`config.mk`:
```
export PLATFORM = sky130hd
export DESIGN_NAME = nn_layer_sequencer_flat
export DESIGN_NICKNAME = d
export VERILOG_FILES = /design/src/rtl/nn_layer_sequencer_pkg.sv /design/src/rtl/nn_layer_sequencer_if.sv /design/src/rtl/nn_layer_sequencer_index_counter.sv /design/src/rtl/nn_layer_sequencer.sv /design/src/flat_wrapper.sv
export SDC_FILE = /design/constraint.sdc
export NUM_CORES = 1
export LEC_CHECK = 0
export CAP_MARGIN = 15
export CORE_MARGIN = 2
export CORE_UTILIZATION = 43
export DETAILED_ROUTE_END_ITERATION = 16
export GPL_TIMING_DRIVEN = 0
export HOLD_SLACK_MARGIN = 0.05
export PLACE_DENSITY = 0.73
export SLEW_MARGIN = 20
export SYNTH_ARGS = -nofsm -noshare
export SYNTH_HDL_FRONTEND = slang
export SYNTH_HIERARCHICAL = 1
export SYNTH_SLANG_ARGS = --single-unit
```
`constraint.sdc`:
```
create_clock -name clk -period 5.15 [get_ports clk]
set_clock_uncertainty 0.1 [all_clocks]
set_input_delay 1.03 -clock clk [delete_from_list [all_inputs] [get_ports clk]]
set_output_delay 1.03 -clock clk [all_outputs]
set_load 0.03 [all_outputs]
```
`src/rtl/nn_layer_sequencer_pkg.sv`:
```
// Shared widths, FSM state encodings and table-depth helper for the layer sequencer.
// Pure declarations; no logic, no latency, no flow control.
`timescale 1ns/1ps
package nn_layer_sequencer_pkg;

  localparam int DEF_LAYER_WIDTH = 3;
  localparam int DEF_DIM_WIDTH   = 8;
  localparam int DEF_ADDR_WIDTH  = 16;

  localparam logic [2:0] ST_IDLE  = 3'd0;
  localparam logic [2:0] ST_CHECK = 3'd1;
  localparam logic [2:0] ST_RUN   = 3'd2;
  localparam logic [2:0] ST_GAP   = 3'd3;
  localparam logic [2:0] ST_DONE  = 3'd4;
  localparam logic [2:0] ST_ERR   = 3'd5;

  function automatic int max_layers(input int layer_width);
    return 1 << layer_width;
  endfunction

endpackage

```
`src/rtl/nn_layer_sequencer_if.sv`:
```
// Control, shape-config and MAC-handshake bundle of the layer sequencer.
// master = controller/MAC side, slave = sequencer; mac_valid/mac_ready is the only backpressure.
`timescale 1ns/1ps
interface nn_layer_sequencer_if
  import nn_layer_sequencer_pkg::*;
#(
  parameter int LAYER_WIDTH = DEF_LAYER_WIDTH,
  parameter int DIM_WIDTH   = DEF_DIM_WIDTH,
  parameter int ADDR_WIDTH  = DEF_ADDR_WIDTH
);

  logic                   cfg_we;
  logic [LAYER_WIDTH-1:0] cfg_addr;
  logic [DIM_WIDTH-1:0]   cfg_data;
  logic                   start;
  logic                   busy;
  logic                   done;
  logic                   err;
  logic                   mac_valid;
  logic                   mac_ready;
  logic [DIM_WIDTH-1:0]   weight_idx;
  logic [DIM_WIDTH-1:0]   node_idx;
  logic [LAYER_WIDTH-1:0] layer_idx;
  logic [ADDR_WIDTH-1:0]  weight_addr;
  logic                   node_last;
  logic                   layer_last;
  logic                   mem_select;

  modport master (
    output cfg_we, cfg_addr, cfg_data, start, mac_ready,
    input  busy, done, err, mac_valid, weight_idx, node_idx, layer_idx,
           weight_addr, node_last, layer_last, mem_select
  );

  modport slave (
    input  cfg_we, cfg_addr, cfg_data, start, mac_ready,
    output busy, done, err, mac_valid, weight_idx, node_idx, layer_idx,
           weight_addr, node_last, layer_last, mem_select
  );

endinterface

```
`src/rtl/nn_layer_sequencer_index_counter.sv`:
```
// Wrapping index counter: counts 0..limit-1 on en, returns to 0 on en & last; clear has priority.
// Count is registered (1-cycle update); holds whenever en is low, so it stalls with the caller.
`timescale 1ns/1ps
module nn_index_counter #(
  parameter int WIDTH = 8
) (
  input  logic             clk,
  input  logic             reset_n,
  input  logic             clear,
  input  logic             en,
  input  logic [WIDTH-1:0] limit,
  output logic [WIDTH-1:0] count,
  output logic             last
);

  logic [WIDTH-1:0] count_q, count_d;

  // limit 0 underflows to all-ones, so an empty dimension never reports last
  assign last  = (count_q == (limit - 1'b1));
  assign count = count_q;

  always_comb begin
    count_d = count_q;
    if (clear) begin
      count_d = '0;
    end else if (en) begin
      count_d = last ? '0 : count_q + 1'b1;
    end
  end

  always_ff @(posedge clk or negedge reset_n) begin
    if (!reset_n) begin
      count_q <= '0;
    end else begin
      count_q <= count_d;
    end
  end

endmodule

```
`src/rtl/nn_layer_sequencer.sv`:
```
// Walks weight/node/layer indices of a dense NN from a writable shape table; first MAC pair 2 cycles after start.
// Indices and weight_addr advance only on mac_valid & mac_ready; one bubble cycle between layers.
`timescale 1ns/1ps
module nn_layer_sequencer
  import nn_layer_sequencer_pkg::*;
#(
  parameter int LAYER_WIDTH = DEF_LAYER_WIDTH,
  parameter int DIM_WIDTH   = DEF_DIM_WIDTH,
  parameter int ADDR_WIDTH  = DEF_ADDR_WIDTH
) (
  input  logic               clk,
  input  logic               reset_n,
  nn_layer_sequencer_if.slave bus
);

  localparam int MAX_LAYERS = max_layers(LAYER_WIDTH);

  logic [DIM_WIDTH-1:0]   shape_q [MAX_LAYERS];
  logic [2:0]             state_q, state_d;
  logic                   mac_valid_q, mac_valid_d;
  logic                   err_q, err_d;
  logic [LAYER_WIDTH-1:0] layer_q, layer_d;
  logic [ADDR_WIDTH-1:0]  addr_q, addr_d;

  logic                   busy;
  logic                   start_acc;
  logic                   step;
  logic                   w_last, n_last;
  logic [DIM_WIDTH-1:0]   w_cnt, n_cnt;
  logic [LAYER_WIDTH-1:0] layer_nxt;
  logic [LAYER_WIDTH:0]   layer_plus2;
  logic [LAYER_WIDTH-1:0] layer_p2_idx;
  logic                   final_layer;

  assign busy      = (state_q == ST_CHECK) || (state_q == ST_RUN) || (state_q == ST_GAP);
  assign start_acc = (state_q == ST_IDLE) && bus.start;
  assign step      = mac_valid_q && bus.mac_ready;

  assign layer_nxt    = layer_q + 1'b1;
  assign layer_plus2  = {1'b0, layer_q} + (LAYER_WIDTH+1)'(2);
  assign layer_p2_idx = layer_plus2[LAYER_WIDTH-1:0];
  // The last table slot is an implicit terminator; the wrapped index is masked by the first term
  assign final_layer  = (layer_plus2 == (LAYER_WIDTH+1)'(MAX_LAYERS)) ||
                        (shape_q[layer_p2_idx] == '0);

  // Table is writable whenever no inference is in flight, including the start cycle itself
  always_ff @(posedge clk or negedge reset_n) begin
    if (!reset_n) begin
      for (int i = 0; i < MAX_LAYERS; i++) begin
        shape_q[i] <= '0;
      end
    end else if (bus.cfg_we && !busy) begin
      shape_q[bus.cfg_addr] <= bus.cfg_data;
    end
  end

  nn_index_counter #(.WIDTH(DIM_WIDTH)) u_weight_cnt (
    .clk     (clk),
    .reset_n (reset_n),
    .clear   (start_acc),
    .en      (step),
    .limit   (shape_q[layer_q]),
    .count   (w_cnt),
    .last    (w_last)
  );

  nn_index_counter #(.WIDTH(DIM_WIDTH)) u_node_cnt (
    .clk     (clk),
    .reset_n (reset_n),
    .clear   (start_acc),
    .en      (step && w_last),
    .limit   (shape_q[layer_nxt]),
    .count   (n_cnt),
    .last    (n_last)
  );

  always_comb begin
    state_d     = state_q;
    mac_valid_d = mac_valid_q;
    err_d       = err_q;
    layer_d     = layer_q;
    addr_d      = addr_q;
    case (state_q)
      ST_IDLE: begin
        if (bus.start) begin
          state_d = ST_CHECK;
          err_d   = 1'b0;
          layer_d = '0;
          addr_d  = '0;
        end
      end
      ST_CHECK: begin
        if ((shape_q[0] == '0) || (shape_q[1] == '0)) begin
          state_d = ST_ERR;
          err_d   = 1'b1;
        end else begin
          state_d     = ST_RUN;
          mac_valid_d = 1'b1;
        end
      end
      ST_RUN: begin
        if (step) begin
          addr_d = addr_q + 1'b1;
          if (w_last && n_last) begin
            mac_valid_d = 1'b0;
            state_d     = final_layer ? ST_DONE : ST_GAP;
          end
        end
      end
      ST_GAP: begin
        layer_d     = layer_nxt;
        mac_valid_d = 1'b1;
        state_d     = ST_RUN;
      end
      ST_DONE:  state_d = ST_IDLE;
      ST_ERR:   state_d = ST_IDLE;
      default:  state_d = ST_IDLE;
    endcase
  end

  always_ff @(posedge clk or negedge reset_n) begin
    if (!reset_n) begin
      state_q     <= ST_IDLE;
      mac_valid_q <= 1'b0;
      err_q       <= 1'b0;
      layer_q     <= '0;
      addr_q      <= '0;
    end else begin
      state_q     <= state_d;
      mac_valid_q <= mac_valid_d;
      err_q       <= err_d;
      layer_q     <= layer_d;
      addr_q      <= addr_d;
    end
  end

  assign bus.busy        = busy;
  assign bus.done        = (state_q == ST_DONE);
  assign bus.err         = err_q;
  assign bus.mac_valid   = mac_valid_q;
  assign bus.weight_idx  = w_cnt;
  assign bus.node_idx    = n_cnt;
  assign bus.layer_idx   = layer_q;
  assign bus.weight_addr = addr_q;
  assign bus.node_last   = mac_valid_q && w_last;
  assign bus.layer_last  = mac_valid_q && w_last && n_last;
  assign bus.mem_select  = layer_q[0];

endmodule

```
`src/flat_wrapper.sv`:
```
// flat-port wrapper written by rule: the top's interface ports become plain ports
module nn_layer_sequencer_flat import nn_layer_sequencer_pkg::*;
#(
  parameter int LAYER_WIDTH = DEF_LAYER_WIDTH,
  parameter int DIM_WIDTH   = DEF_DIM_WIDTH,
  parameter int ADDR_WIDTH  = DEF_ADDR_WIDTH
)
  (clk, reset_n, bus_cfg_we, bus_cfg_addr, bus_cfg_data, bus_start, bus_mac_ready, bus_busy, bus_done, bus_err, bus_mac_valid, bus_weight_idx, bus_node_idx, bus_layer_idx, bus_weight_addr, bus_node_last, bus_layer_last, bus_mem_select);
  nn_layer_sequencer_if #(.LAYER_WIDTH(LAYER_WIDTH), .DIM_WIDTH(DIM_WIDTH), .ADDR_WIDTH(ADDR_WIDTH)) bus_i ();
  input  logic clk;
  input  logic reset_n;
  input wire logic [$bits(bus_i.cfg_we)-1:0] bus_cfg_we;
  input wire logic [$bits(bus_i.cfg_addr)-1:0] bus_cfg_addr;
  input wire logic [$bits(bus_i.cfg_data)-1:0] bus_cfg_data;
  input wire logic [$bits(bus_i.start)-1:0] bus_start;
  input wire logic [$bits(bus_i.mac_ready)-1:0] bus_mac_ready;
  output wire logic [$bits(bus_i.busy)-1:0] bus_busy;
  output wire logic [$bits(bus_i.done)-1:0] bus_done;
  output wire logic [$bits(bus_i.err)-1:0] bus_err;
  output wire logic [$bits(bus_i.mac_valid)-1:0] bus_mac_valid;
  output wire logic [$bits(bus_i.weight_idx)-1:0] bus_weight_idx;
  output wire logic [$bits(bus_i.node_idx)-1:0] bus_node_idx;
  output wire logic [$bits(bus_i.layer_idx)-1:0] bus_layer_idx;
  output wire logic [$bits(bus_i.weight_addr)-1:0] bus_weight_addr;
  output wire logic [$bits(bus_i.node_last)-1:0] bus_node_last;
  output wire logic [$bits(bus_i.layer_last)-1:0] bus_layer_last;
  output wire logic [$bits(bus_i.mem_select)-1:0] bus_mem_select;
  assign bus_i.cfg_we = bus_cfg_we;
  assign bus_i.cfg_addr = bus_cfg_addr;
  assign bus_i.cfg_data = bus_cfg_data;
  assign bus_i.start = bus_start;
  assign bus_i.mac_ready = bus_mac_ready;
  assign bus_busy = bus_i.busy;
  assign bus_done = bus_i.done;
  assign bus_err = bus_i.err;
  assign bus_mac_valid = bus_i.mac_valid;
  assign bus_weight_idx = bus_i.weight_idx;
  assign bus_node_idx = bus_i.node_idx;
  assign bus_layer_idx = bus_i.layer_idx;
  assign bus_weight_addr = bus_i.weight_addr;
  assign bus_node_last = bus_i.node_last;
  assign bus_layer_last = bus_i.layer_last;
  assign bus_mem_select = bus_i.mem_select;
  nn_layer_sequencer #(.LAYER_WIDTH(LAYER_WIDTH), .DIM_WIDTH(DIM_WIDTH), .ADDR_WIDTH(ADDR_WIDTH)) u_core (.clk(clk), .reset_n(reset_n), .bus(bus_i));
endmodule
```
Word level (Yosys, flattened, before mapping)
Cells that the tools add are included.
W data, S select, Z words.
Word-level totals
  word-level logic and storage cells: 107
  input bits: 16
  output and inout port bits: 42
  bits in registers: 104
Cells by class
  reductions and logical operators: 28
  equality and inequality tests: 12
  $add $sub $neg: 7
  order comparisons: 5
  muxes and demuxes: 36
  bitwise operators: 4
Operators with widths (number)
  $mux W8: 13
  $bmux W8 S3: 3
  $bwmux W64: 1
  $mux W16: 2
  $pmux W16 S2: 1
  $demux W8 S3: 1
  $logic_not A8 Y1: 3
  $mux W3: 6
  $add A16 B1 Y16 const B: 1
  $add A8 B1 Y8 const B: 2
  $eq A8 B8 Y1: 2
  $ge A4 B4 Y1 const B: 4
  $not A3 Y4: 4
  $sub A8 B1 Y8 const B: 2
  $pmux W3 S4: 1
  $reduce_bool A2 Y1: 5
  $reduce_and A3 Y1: 3
  $logic_and A1 B1 Y1: 8
  $ne A2 B2 Y1 const B: 4
  $eq A3 B2 Y1 const B: 2
  $pmux W3 S2: 1
  $mux W1: 5
  $add A3 B2 Y4 const B: 1
  $eq A4 B4 Y1 const B: 1
  13 further kinds: 16

Logic depth before layout (Yosys ltp)
Gate-level depths: netlist of the first run.
  depth after elaboration: 11
  depth in mapped cells: 18
  depth with buffers taken out: 16

Hierarchy
The synthesis of the first run kept the hierarchy.
Modules (own cells, without submodules)
  nn_layer_sequencer: cells an instance 371, times used 1, area each 4873.4 um2
  nn_index_counter: cells an instance 85, times used 2, area each 720.7 um2

Worst setup path after synthesis of the first run
Ideal clock, no wire load.
  kind: reg-to-output
  from: reg u_core.layer_q[0] (netlist: u_core/bus.layer_idx[0])
  to: out bus_layer_last
  slack: -387 ps
  path buffers: 2
  data arrival time: 4407 ps
  cell stages (with the launch flop): 14
  path through: dfrtp_1 > inv_1 > ha_1 > clkbuf_1 > buf_1 > mux4_2 > mux2_2 > inv_1 > ha_1 > or3b_1 > or4_1 > a211o_1 > a211oi_4 > and3_1
On the way
  cells in the longest elaborated chain, start to end: 8
RTL lines
  start, declared: RTL line nn_layer_sequencer.sv:22  | logic [LAYER_WIDTH-1:0] layer_q, layer_d;
  start signal, assigned: RTL line nn_layer_sequencer.sv:132  | layer_q <= layer_d;
  $add A3 B1 Y3: RTL line nn_layer_sequencer.sv:39  | assign layer_nxt = layer_q + 1'b1;
  $not A3 Y4 (implied by the code): RTL line nn_layer_sequencer.sv:72  | .limit (shape_q[layer_nxt]),
  $bmux W8 S3: RTL line nn_layer_sequencer.sv:72
  $mux W8 (implied by the code) (2 in a row): RTL line nn_layer_sequencer.sv:72
  $sub A8 B1 Y8: RTL line nn_layer_sequencer_index_counter.sv:19  | assign last = (count_q == (limit - 1'b1));
  $eq A8 B8 Y1: RTL line nn_layer_sequencer_index_counter.sv:19
  named net u_core.n_last: RTL line nn_layer_sequencer.sv:28  | logic w_last, n_last;
  $logic_and A1 B1 Y1: RTL line nn_layer_sequencer.sv:146  | assign bus.layer_last = mac_valid_q && w_last && n_last;
  end, declared: RTL line flat_wrapper.sv:26  | output wire logic [$bits(bus_i.layer_last)-1:0] bus_layer_last;
The timed path passes the listed nets, and every way through them passes these cells. The select of a mux whose other input is x is not followed.

Worst setup path in the final report of the first run
Ends and elaborated chain as after synthesis.

==> key figures, run 1 <==
Global routing
  – Initial antenna violation count: 0
  – GRT overflow: 0
  – Global-route wire length before repair: about 26000 um
  – Vias in the first global route: about 5000
  – Gr usage total: between 20 and 25%
  – Pin count of the biggest net entering global routing: slightly below 80

Min path
  – Worst Hold Path EP: u_core/bus.err$_DFFE_PN0P_
  – Hold Path Class: flip-flop to flip-flop
  – Worst Hold Path Cells: 2
  – HP Start: u_core/bus.err$_DFFE_PN0P_

Setup path
  – Worst path depth: 12
  – Crit path kind: flip-flop to output port
  – FF-to-FF path depth: 16
  – Data arrival, critical path: 4.01 ns
  – R2R Path Start: u_core/bus.layer_idx[0]$_DFFE_PN0P_
  – Crit-path max cell delay: 0.53 ns
  – Reg2reg end: u_core/u_node_cnt/count[6]$_DFFE_PN0P_
  – CP top delay family: simple AND/OR/NAND/NOR gates
  – Max Fanout on Critical Path: 6
  – Worst path slowest cell: or4_1
  – CP cell instances: buf_8, buf_12, buf_8, buf_6, mux4_2, mux2_4, or3b_4, or4_1, a211o_1, a211oi_4, and3_4, buf_6
  – Worst Path Required: between 4 and 5 ns
  – R2r setup slk: about 0.18 ns
  – Worst Path Buf+Inv: 5
  – Startpoint types: flip-flop
  – CP Capture Type: output port

Drt
  – Vias per cell: around 6.1
  – Post-DRT Antenna Nets: 0
  – WL per Instance: 19.8 um
  – 1st-iter DRT viols: ~480
  – Drt pass-1 iters: 5
  – Via count: approximately 5100
  – Detailed-route DRC error count: 0
  – Total Routed Length: between 15000 and 20000 um

STA
  – Least-Margin Pin Slew: 0.661 ns
  – Max Clock Freq: 194 MHz
  – Slew margin rel.: a little under three fifths
  – RSZ-0062 raised after global routing: true
  – Ratio of final minimum period to clock period: roughly 100%
  – Final Max Slew Viols: 0
  – Setup violations, final: 0
  – Final hold violation count: 0
  – Tmin final: around 5 ns

CTS
  – CTS root buffer: clkbuf_16
  – Reg clk slew, reported paths: 0.07 ns
  – CTS max path bufs: 2
  – H-tree depth: 3
  – CTS tree: yes
  – Total CTS buffers: 9
  – Worst skew pair latency: ~0.35 ns
  – Cts hold-fix bufs: 0
  – TritonCTS Sinks: ~100

Yosys
  – Warnings, synthesis: 6
  – Register area share after synthesis: between 40% and 50%
  – Synth Register Bits: 104
  – Post-Syn Nets: roughly 570
  – Synth cell types: slightly above 60
  – Post-synth EDFFs: 0
  – Top FF cell, synth: dfrtp_1
  – Yosys top cell by area: dfrtp_1
  – Post-Syn Area: between 6000 and 7000 um2
  – Async SR Flop Fraction: 100%
  – Post-Syn Area per Cell: roughly 12 um2
  – Instance count of the mapped netlist: about 540
  – Main area contributors after synthesis: dfrtp_1, mux2_2, mux4_2
  – Share of the synthesized area in the top cell type: around 41%

Power
  – Leak: around 0.0032 uW
  – Pwr Density: 692 nW/um2
  – Switching Share: approximately 40%
  – Sequential power share: a little over a quarter
  – Maximum VDD drop: around 0.37 mV
  – Sw Pwr: roughly 2200 uW
  – Total Power: roughly 5400 uW
  – Clk pwr share: roughly an eighth
  – Power share of the combinational group: 60.3%
  – Int Power: between 3000 and 4000 uW

Final layout
  – Non-Filler Instances: 830
  – Fill cell count: roughly 1200
  – Final #Nets: around 670
  – Layout cells sized above 1: a little under a third
  – Core Util, Final: about 54%
  – # diodes: 0
  – Synth-to-layout area growth: 24.3%

Floorplanning
  – Ports: slightly below 60
  – Die width: roughly 130 um
  – Std-Cell Rows: 44
  – Area of the die: roughly 16000 um2
  – CORE AREA: roughly 14000 um2
  – Die Height: 125 um
  – Initial Utilization: a little over two fifths

Placed design
  – Detailed Place HPWL: 11200 um
  – Placed cells: a little under 800
  – Placer Congestion: around 0.94
  – PortBufs: 55

Status
  – Outcome: finished, final reports clean

Flow run
  – Max-cap violation count: 0
-- what timing repair did --
action | in CTS | in global routing
gates resized for setup | 51 | 14
pin swaps | 7 | 9
setup endpoints to repair | 10 | 2
buffers inserted | 16 | 17
-- stage by stage --
stage | setup TNS (ns) | hold WS, ns | setup slack (ns) | cell area, um2
detailed placement | -3.22 | 0.415 | -0.943 | 7130
global route | -0.0815 | 0.460 | -0.0532 | 7850
CTS | 0 | 0.435 | 0.0121 | 7670
global placement | -80.50 | 0.410 | -1.13 | 7100
floorplan | 0 | 0.411 | 0.0596 | 6320
finish | 0 | 0.421 | 0.00746 | 7850
-- power by group through the flow --
stage | logic, uW | registers, uW | clock network, uW
detailed placement | 2640 | 1470 | 0
global placement | 2540 | 1440 | 0
finish | 3270 | 1470 | 683
global route | 3480 | 1510 | 730
CTS | 2980 | 1450 | 697
floorplan | 2010 | 1400 | 0
-- tightest hold or removal path: stages, from the launching register on --
cell and delay, ns:
dfrtp_1 0.35, o21ai_0 0.08, nand2_1 0.06
-- metal layers --
metal | GRT usage [%] | part of all wire (%) | up-vias
li1 | - | - | 2264
met4 | 7.97 | 2.5 | 0
met2 | 33.3 | 49 | 226
met5 | 0 | 0 | -
met3 | 4.62 | 6.8 | 36
met1 | 27.5 | 42 | 2529
-- sequential cells by signal, indices dropped and copies added (netlist names) --
register and flops:
u_core/bus.mac_valid 1, u_core/state_q 3, u_core/bus.layer_idx 3, u_core/bus.err 1, u_core/u_weight_cnt/count 8, u_core/u_node_cnt/count 8, u_core/bus.weight_addr 16, u_core/shape_q 64
-- final cells by class --
cell class / instances / area (um2) / share of cell area, %
multi-input cells: 398 / 3630 / 46.2
flip-flops and latches: 104 / 2610 / 33.2
repair buffers: 89 / 845 / 10.8
well taps: 184 / 230 / 2.93
clock buffers: 10 / 229 / 2.92
plain buffers: 26 / 195 / 2.49
clock inverters: 6 / 58.8 / 0.749
inverters: 13 / 56.3 / 0.717
-- cell usage in the layout (no fill, tap or decap), drive strengths merged, types with 16 or more instances in the layout --
| cell | netlist | layout |
|---|---|---|
| and3 | 16 | 16 |
| buf | 13 | 51 |
| clkbuf | 13 | 22 |
| clkdlybuf4s50 | 0 | 52 |
| dfrtp | 104 | 104 |
| mux2 | 80 | 80 |
| mux4 | 32 | 32 |
| nand2 | 25 | 25 |
| nand3 | 18 | 18 |
| nor2 | 41 | 41 |
| nor4 | 16 | 16 |
| xnor2 | 19 | 19 |
-- Yosys cell counts (all sizes together), types with 2 or more instances --
library cell	count
dfrtp	104
mux2	80
nor2	41
mux4	32
nand2	25
xnor2	19
nand3	18
and3	16
nor4	16
buf	13
clkbuf	13
inv	13
a2111oi	12
a21oi	12
o21ai	11
xor2	11
nand4	10
nand3b	9
ha	8
nor3	8
a211o	5
and2	5
a211oi	4
and4	4
mux2i	4
nor2b	4
a31oi	3
nand2b	3
nand4b	3
nor4b	3
or3b	3
a221oi	2
and3b	2
nor3b	2
o22a	2
o22ai	2
o311a	2
o31ai	2
o32ai	2
or2	2
or4	2
-- how the worst max path moves through the flow --
stage	slack, ns	to	start
detailed placement	-0.94	bus_layer_last	u_core/bus.layer_idx[1]$_DFFE_PN0P_
CTS	0.01	bus_layer_last	u_core/bus.layer_idx[0]$_DFFE_PN0P_
global route	-0.05	bus_layer_last	u_core/bus.layer_idx[0]$_DFFE_PN0P_
global placement	-1.13	u_core/bus.layer_idx[0]$_DFFE_PN0P_	reset_n
floorplan	0.06	bus_layer_last	u_core/bus.layer_idx[1]$_DFFE_PN0P_
finish	0.007	bus_layer_last	u_core/bus.layer_idx[0]$_DFFE_PN0P_
-- kinds of logic (layout without fill, tap and decap cells) --
group,Yosys count,in the layout,share of synthesized area (%)
compound gates,67,67,8.14
xor+xnor,30,30,4.16
simple gates,177,177,15.8
fa+ha+maj,8,8,1.59
flops,104,104,41.2
mux,116,116,26.4
buf+inv,39,144,2.71
Power figures use the tool's default switching activity.
==> inputs of run 2 (changes only) <==
--- a/config.mk
+++ b/config.mk
@@ -6,13 +6,14 @@
 export NUM_CORES = 1
 export LEC_CHECK = 0
 export CAP_MARGIN = 15
+export CELL_PAD_IN_SITES_DETAIL_PLACEMENT = 2
+export CELL_PAD_IN_SITES_GLOBAL_PLACEMENT = 2
 export CORE_MARGIN = 2
-export CORE_UTILIZATION = 43
+export CORE_UTILIZATION = 36
 export DETAILED_ROUTE_END_ITERATION = 16
 export GPL_TIMING_DRIVEN = 0
 export HOLD_SLACK_MARGIN = 0.05
-export PLACE_DENSITY = 0.73
-export SLEW_MARGIN = 20
+export PLACE_DENSITY = 0.85
 export SYNTH_ARGS = -nofsm -noshare
 export SYNTH_HDL_FRONTEND = slang
 export SYNTH_HIERARCHICAL = 1
==> key figures, run 2 (synthesis gave the netlist of run 1 again) <==
Setup path
  – Worst Path Buf+Inv: 4
  – CP Capture Type: output port
  – Cell mode on critical path: buf_12
  – Crit path kind: flip-flop to output port
  – Worst path slowest cell: mux4_2
  – Crit-path max cell delay: between 0.5 and 0.6 ns
  – CP top delay family: simple AND/OR/NAND/NOR gates
  – CP cell instances: buf_12, buf_12, buf_12, mux4_2, mux2_2, or3b_4, or4_4, a211o_1, a211oi_4, and3_4, buf_6
  – Worst Path Required: ~4 ns
  – R2r setup slk: between 0.2 and 0.25 ns
  – Max Fanout on Critical Path: 6
  – Data arrival, critical path: about 4 ns
  – Startpoint types: flip-flop

Final layout
  – Layout cells sized above 1: about 31%
  – Max reg flops: 64
  – Commonest cells after routing, fill and taps aside: dfrtp_1, mux2_2, clkdlybuf4s50_1, nor2_1
  – Biggest register: u_core/shape_q
  – Final #Nets: between 600 and 700
  – Synth-to-layout area growth: 25.4%
  – Commonest non-fill, non-tap cell in the layout: dfrtp_1
  – # diodes: 0

Global routing
  – Initial antenna violation count: 0
  – Gr usage total: approximately a quarter
  – GRT overflow: 0
  – Pin count of the biggest net entering global routing: 56
  – Vias in the first global route: between 5000 and 6000
  – Global-route wire length before repair: roughly 36000 um

Status
  – Outcome: finished, final reports clean

Floorplanning
  – Initial Utilization: ~37%
  – Die width: 136 um
  – Die Height: 136 um
  – Ports: 58
  – Std-Cell Rows: between 40 and 50
  – CORE AREA: approximately 17000 um2
  – Area of the die: 18600 um2

Power
  – Switching Share: between 40% and 50%
  – Int Power: about 3300 uW
  – Clk pwr share: about an eighth
  – Power share of the combinational group: between 60% and 70%
  – Sequential power share: between 20% and 30%
  – Sw Pwr: about 2500 uW
  – Pwr Density: roughly 730 nW/um2
  – Maximum VDD drop: approximately 0.35 mV
  – Total Power: approximately 5800 uW
  – Leak: around 0.0032 uW

STA
  – Ratio of final minimum period to clock period: 99.6%
  – Slew margin rel.: just under 50%
  – Final hold violation count: 0
  – Final WS setup: ~0.021 ns
  – Tmin final: between 5 and 6 ns
  – RSZ-0062 raised after global routing: true
  – Least-Margin Pin Slew: 0.762 ns
  – Final Max Slew Viols: 0
  – Setup_tns: 0 ns
  – Hold slack: around 0.46 ns
  – Max Clock Freq: between 150 and 200 MHz
  – Setup violations, final: 0

Drt
  – Total Routed Length: ~23000 um
  – Post-DRT Antenna Nets: 0
  – Detailed-route DRC error count: 0
  – 1st-iter DRT viols: roughly 360
  – Drt pass-1 iters: 5
  – Vias per cell: a little over 6
  – Via count: roughly 5400
  – WL per Instance: 26.5 um

Placed design
  – Placer Congestion: slightly below 0.9
  – PortBufs: 55
  – Pre-CTS WS: -1.20 ns
  – Detailed Place HPWL: around 15000 um

CTS
  – TritonCTS Sinks: 104
  – Worst skew pair latency: between 0.3 and 0.4 ns
  – Total CTS buffers: 9
  – Reg clk slew, reported paths: ~0.080 ns
  – CTS max path bufs: 2
  – H-tree depth: 3
  – CTS tree: yes
  – CTS root buffer: clkbuf_16

Flow run
  – Max-cap violation count: 0

Min path
  – Hold Path Class: flip-flop to flip-flop
==> run 2: cell count changes in the layout (fill, tap and decap cells not counted), sizes merged <==
cell / change
clkinv: -4
clkbuf: +1
inv: +3
buf: -4
==> run 2: timing repair <==
action	CTS	global route
gates resized for setup	58	12
pin swaps	7	7
cloned	0	0
hold buffers	0	0
setup endpoints to repair	14	6
setup buffers	24	6
==> run 2: worst paths after layout <==
path,cells after the start,endpoint,startpoint
min in group asynchronous,1,u_core/bus.layer_idx[1]$_DFFE_PN0P_,reset_n
worst max-delay path,11,bus_layer_last,u_core/bus.layer_idx[0]$_DFFE_PN0P_
worst min register to register,2,u_core/bus.weight_addr[15]$_DFFE_PN0P_,u_core/bus.weight_addr[15]$_DFFE_PN0P_
worst min-delay path,2,u_core/bus.weight_addr[15]$_DFFE_PN0P_,u_core/bus.weight_addr[15]$_DFFE_PN0P_
max in group asynchronous,2,u_core/u_weight_cnt/count[4]$_DFFE_PN0P_,reset_n
worst max register to register,14,u_core/u_node_cnt/count[7]$_DFFE_PN0P_,u_core/bus.layer_idx[0]$_DFFE_PN0P_
==> run 2: worst register-to-register path: cells and delay by family (launching register included) <==
| family | cells | cell delay (ns) |
|---|---|---|
| AND/OR/NAND/NOR | 4 | 1.25 |
| AO/OA/AOI/OAI | 3 | 1.02 |
| buffers and inverters | 5 | 1.01 |
| multiplexers | 2 | 0.93 |
| flip-flops | 1 | 0.45 |
==> run 2: layout make-up <==
class	instances	area [um2]
clock inverters	5	67.6
well taps	225	282
clock buffers	11	243
plain buffers	25	195
multi-input cells	398	3640
repair buffers	86	823
flip-flops and latches	104	2610
inverters	13	56.3
fillers	1727	9320
==> run 2: through the flow <==
step | utilization (%) | instance area [um2] | instances
floorplan | - | 6320 | 541
global placement | 41.5 | 7150 | 821
detailed placement | 41.6 | 7180 | 822
CTS | 45.5 | 7840 | 862
global route | 45.9 | 7920 | 867
finish | 45.9 | 7920 | 867
==> run 2: layer usage <==
metal | up-vias | wire, um | GRT usage, %
li1 | 2265 | - | -
met1 | 2833 | 9180 | 30.9
met2 | 190 | 12000 | 45.8
met3 | 62 | 956 | 5.44
met4 | 0 | 819 | 10.9
met5 | - | 0 | 0
==> run 2: power groups by stage <==
stage                     logic, uW  clock network, uW  registers (uW)
final                          3530                746            1520
after global routing           3750                789            1560
after CTS                      3280                754            1480
after detailed placement       2790                  0            1500
after global placement         2620                  0            1440
after floorplan                2010                  0            1400
==> inputs of run 3 (changes only) <==
==> constraint.sdc (replaced) <==
create_clock -name clk -period 4.65 [get_ports clk]
set_clock_uncertainty 0.1 [all_clocks]
set_input_delay 0.93 -clock clk [delete_from_list [all_inputs] [get_ports clk]]
set_output_delay 0.93 -clock clk [all_outputs]
set_load 0.03 [all_outputs]
==> key figures, run 3 (synthesis gave the netlist of run 1 again) <==
Final layout
  – # diodes: 0
  – Core Util, Final: a little under half
  – FF/Latch Area: roughly 2600 um2
  – Area occupied by multi-input gates: between 3000 and 4000 um2
  – Max reg flops: between 60 and 70
  – Layout cells sized above 1: 32.1%
  – Biggest register: u_core/shape_q
  – Non-Filler Instances: 870
  – Commonest non-fill, non-tap cell in the layout: dfrtp_1
  – Fill cell count: about 1800
  – Final #Nets: approximately 660
  – Synth-to-layout area growth: 26.5%
  – Commonest cells after routing, fill and taps aside: dfrtp_1, mux2_2, clkdlybuf4s50_1, nor2_1, mux4_2

Floorplanning
  – Die Height: around 140 um
  – Std-Cell Rows: 48
  – Ports: 58
  – Area of the die: between 15000 and 20000 um2
  – Die width: around 140 um
  – Initial Utilization: 36.6%
  – CORE AREA: 17200 um2

CTS
  – CTS tree: yes
  – Worst skew pair latency: about 0.37 ns
  – Total CTS buffers: 9
  – H-tree depth: 3
  – Reg clk slew, reported paths: roughly 0.080 ns
  – TritonCTS Sinks: 104
  – CTS max path bufs: 2
  – CTS root buffer: clkbuf_16

Setup path
  – R2r setup slk: -0.02 ns
  – R2R Path Start: u_core/bus.layer_idx[0]$_DFFE_PN0P_
  – Worst Path Required: roughly 3.6 ns
  – CP top delay family: simple AND/OR/NAND/NOR gates
  – CP cell instances: buf_12, inv_6, ha_4, buf_12, mux4_2, mux2_4, inv_2, ha_4, or3b_4, or4_4, a211o_1, a211oi_4, and3_4, buf_6
  – CP Capture Type: output port
  – CP Launch Point: u_core/bus.layer_idx[0]$_DFFE_PN0P_
  – Crit path kind: flip-flop to output port
  – Worst path slowest cell: or4_4
  – Max Fanout on Critical Path: 4
  – Worst Setup EP: bus_layer_last
  – Crit-path max cell delay: 0.49 ns
  – Startpoint types: flip-flop
  – Data arrival, critical path: 4.02 ns
  – Worst path depth: 14
  – Worst Path Buf+Inv: 5
  – Reg2reg end: u_core/u_node_cnt/count[3]$_DFFE_PN0P_
  – FF-to-FF path depth: 15

STA
  – Setup violations, final: 7
  – Tmin final: between 5 and 6 ns
  – Least-Margin Pin Slew: around 0.9 ns
  – Slew margin rel.: roughly two fifths
  – Final Max Slew Viols: 0
  – Final hold violation count: 0
  – Ratio of final minimum period to clock period: 109%
  – Max Clock Freq: between 150 and 200 MHz
  – RSZ-0062 raised after global routing: true
  – Setup_tns: -0.812 ns
  – Final WS setup: -0.402 ns

Drt
  – Detailed-route DRC error count: 0
  – 1st-iter DRT viols: between 300 and 400
  – Via count: 5421
  – Drt pass-1 iters: 5
  – Vias per cell: about 6.2
  – WL per Instance: about 28 um
  – Post-DRT Antenna Nets: 0
  – Total Routed Length: ~25000 um

Placed design
  – Detailed Place HPWL: 15000 um
  – PortBufs: 55
  – Placed cells: approximately 820
  – Placer Congestion: roughly 0.87

Power
  – Leak: 0.00324 uW
  – Maximum VDD drop: 0.317 mV
  – Pwr Density: 827 nW/um2

Global routing
  – Vias in the first global route: around 6000
  – GRT overflow: 0
  – Pin count of the biggest net entering global routing: 70
  – Global-route wire length before repair: ~37000 um
  – Gr usage total: 26.8%
  – Initial antenna violation count: 0

Flow run
  – Max-cap violation count: 0

Status
  – Failing checks: setup timing
  – Outcome: complete, but fails checks

Min path
  – Hold Path Class: input port to async pin
==> run 3: cell count changes in the layout (fill, tap and decap cells not counted), sizes merged <==
| cell | previous run | this run |
|---|---|---|
| clkinv | 0 | 2 |
| buf | 47 | 50 |
| clkinvlp | 0 | 1 |
| clkbuf | 23 | 24 |
| inv | 17 | 13 |
==> run 3: timing repair <==
action                     in CTS  in global routing
cloned                          0                  0
pin swaps                      10                  8
hold buffers                    0                  0
setup endpoints to repair      14                 12
setup buffers                  26                  7
gates resized for setup        36                 17
==> run 3: worst min path at each step <==
stage          depth (start not counted)  slack (ns)                             endpoint
2_1_floorplan                          1        0.41       u_core/shape_q[53]$_DFFE_PN0P_
3_3_place_gp                           2        0.39           u_core/bus.err$_DFFE_PN0P_
3_5_place_dp                           2        0.40           u_core/bus.err$_DFFE_PN0P_
4_1_cts                                2        0.42           u_core/bus.err$_DFFE_PN0P_
5_1_grt                                1        0.43  u_core/bus.layer_idx[0]$_DFFE_PN0P_
6_report                               1        0.41  u_core/bus.layer_idx[0]$_DFFE_PN0P_
==> run 3: area by class of cell <==
type | count | share of cell area [%]
multi-input cells | 398 | 45.8
flip-flops and latches | 104 | 32.6
clock buffers | 12 | 3.09
plain buffers | 25 | 2.49
well taps | 225 | 3.52
inverters | 13 | 0.705
clock inverters | 4 | 0.689
repair buffers | 89 | 11.1
==> run 3: power breakdown <==
group	leakage [uW]	internal [uW]	switching [uW]
Sequential	0.00133	1230	470
Combinational	0.00177	2000	2080
Clock	0.000143	436	389
==> run 3: per-stage QoR <==
step	total power [uW]	instance area, um2	setup WS [ns]	hold WS (ns)
4_1_cts	6190	7880	-0.268	0.421
2_1_floorplan	3950	6420	-0.0509	0.411
5_1_grt	6860	7990	-0.476	0.433
3_5_place_dp	4960	7280	-1.17	0.400
6_report	6610	7990	-0.402	0.409
3_3_place_gp	4670	7260	-1.70	0.393
==> run 3: routing by layer <==
metal | vias to the layer above | GRT usage [%] | wire (um) | share of wire, %
li1 | 2278 | - | - | -
met1 | 2887 | 32.2 | 9690 | 39
met2 | 193 | 47.6 | 12900 | 52
met3 | 63 | 3.80 | 935 | 3.8
met4 | 0 | 12.0 | 1080 | 4.4
met5 | - | 0 | 0 | 0
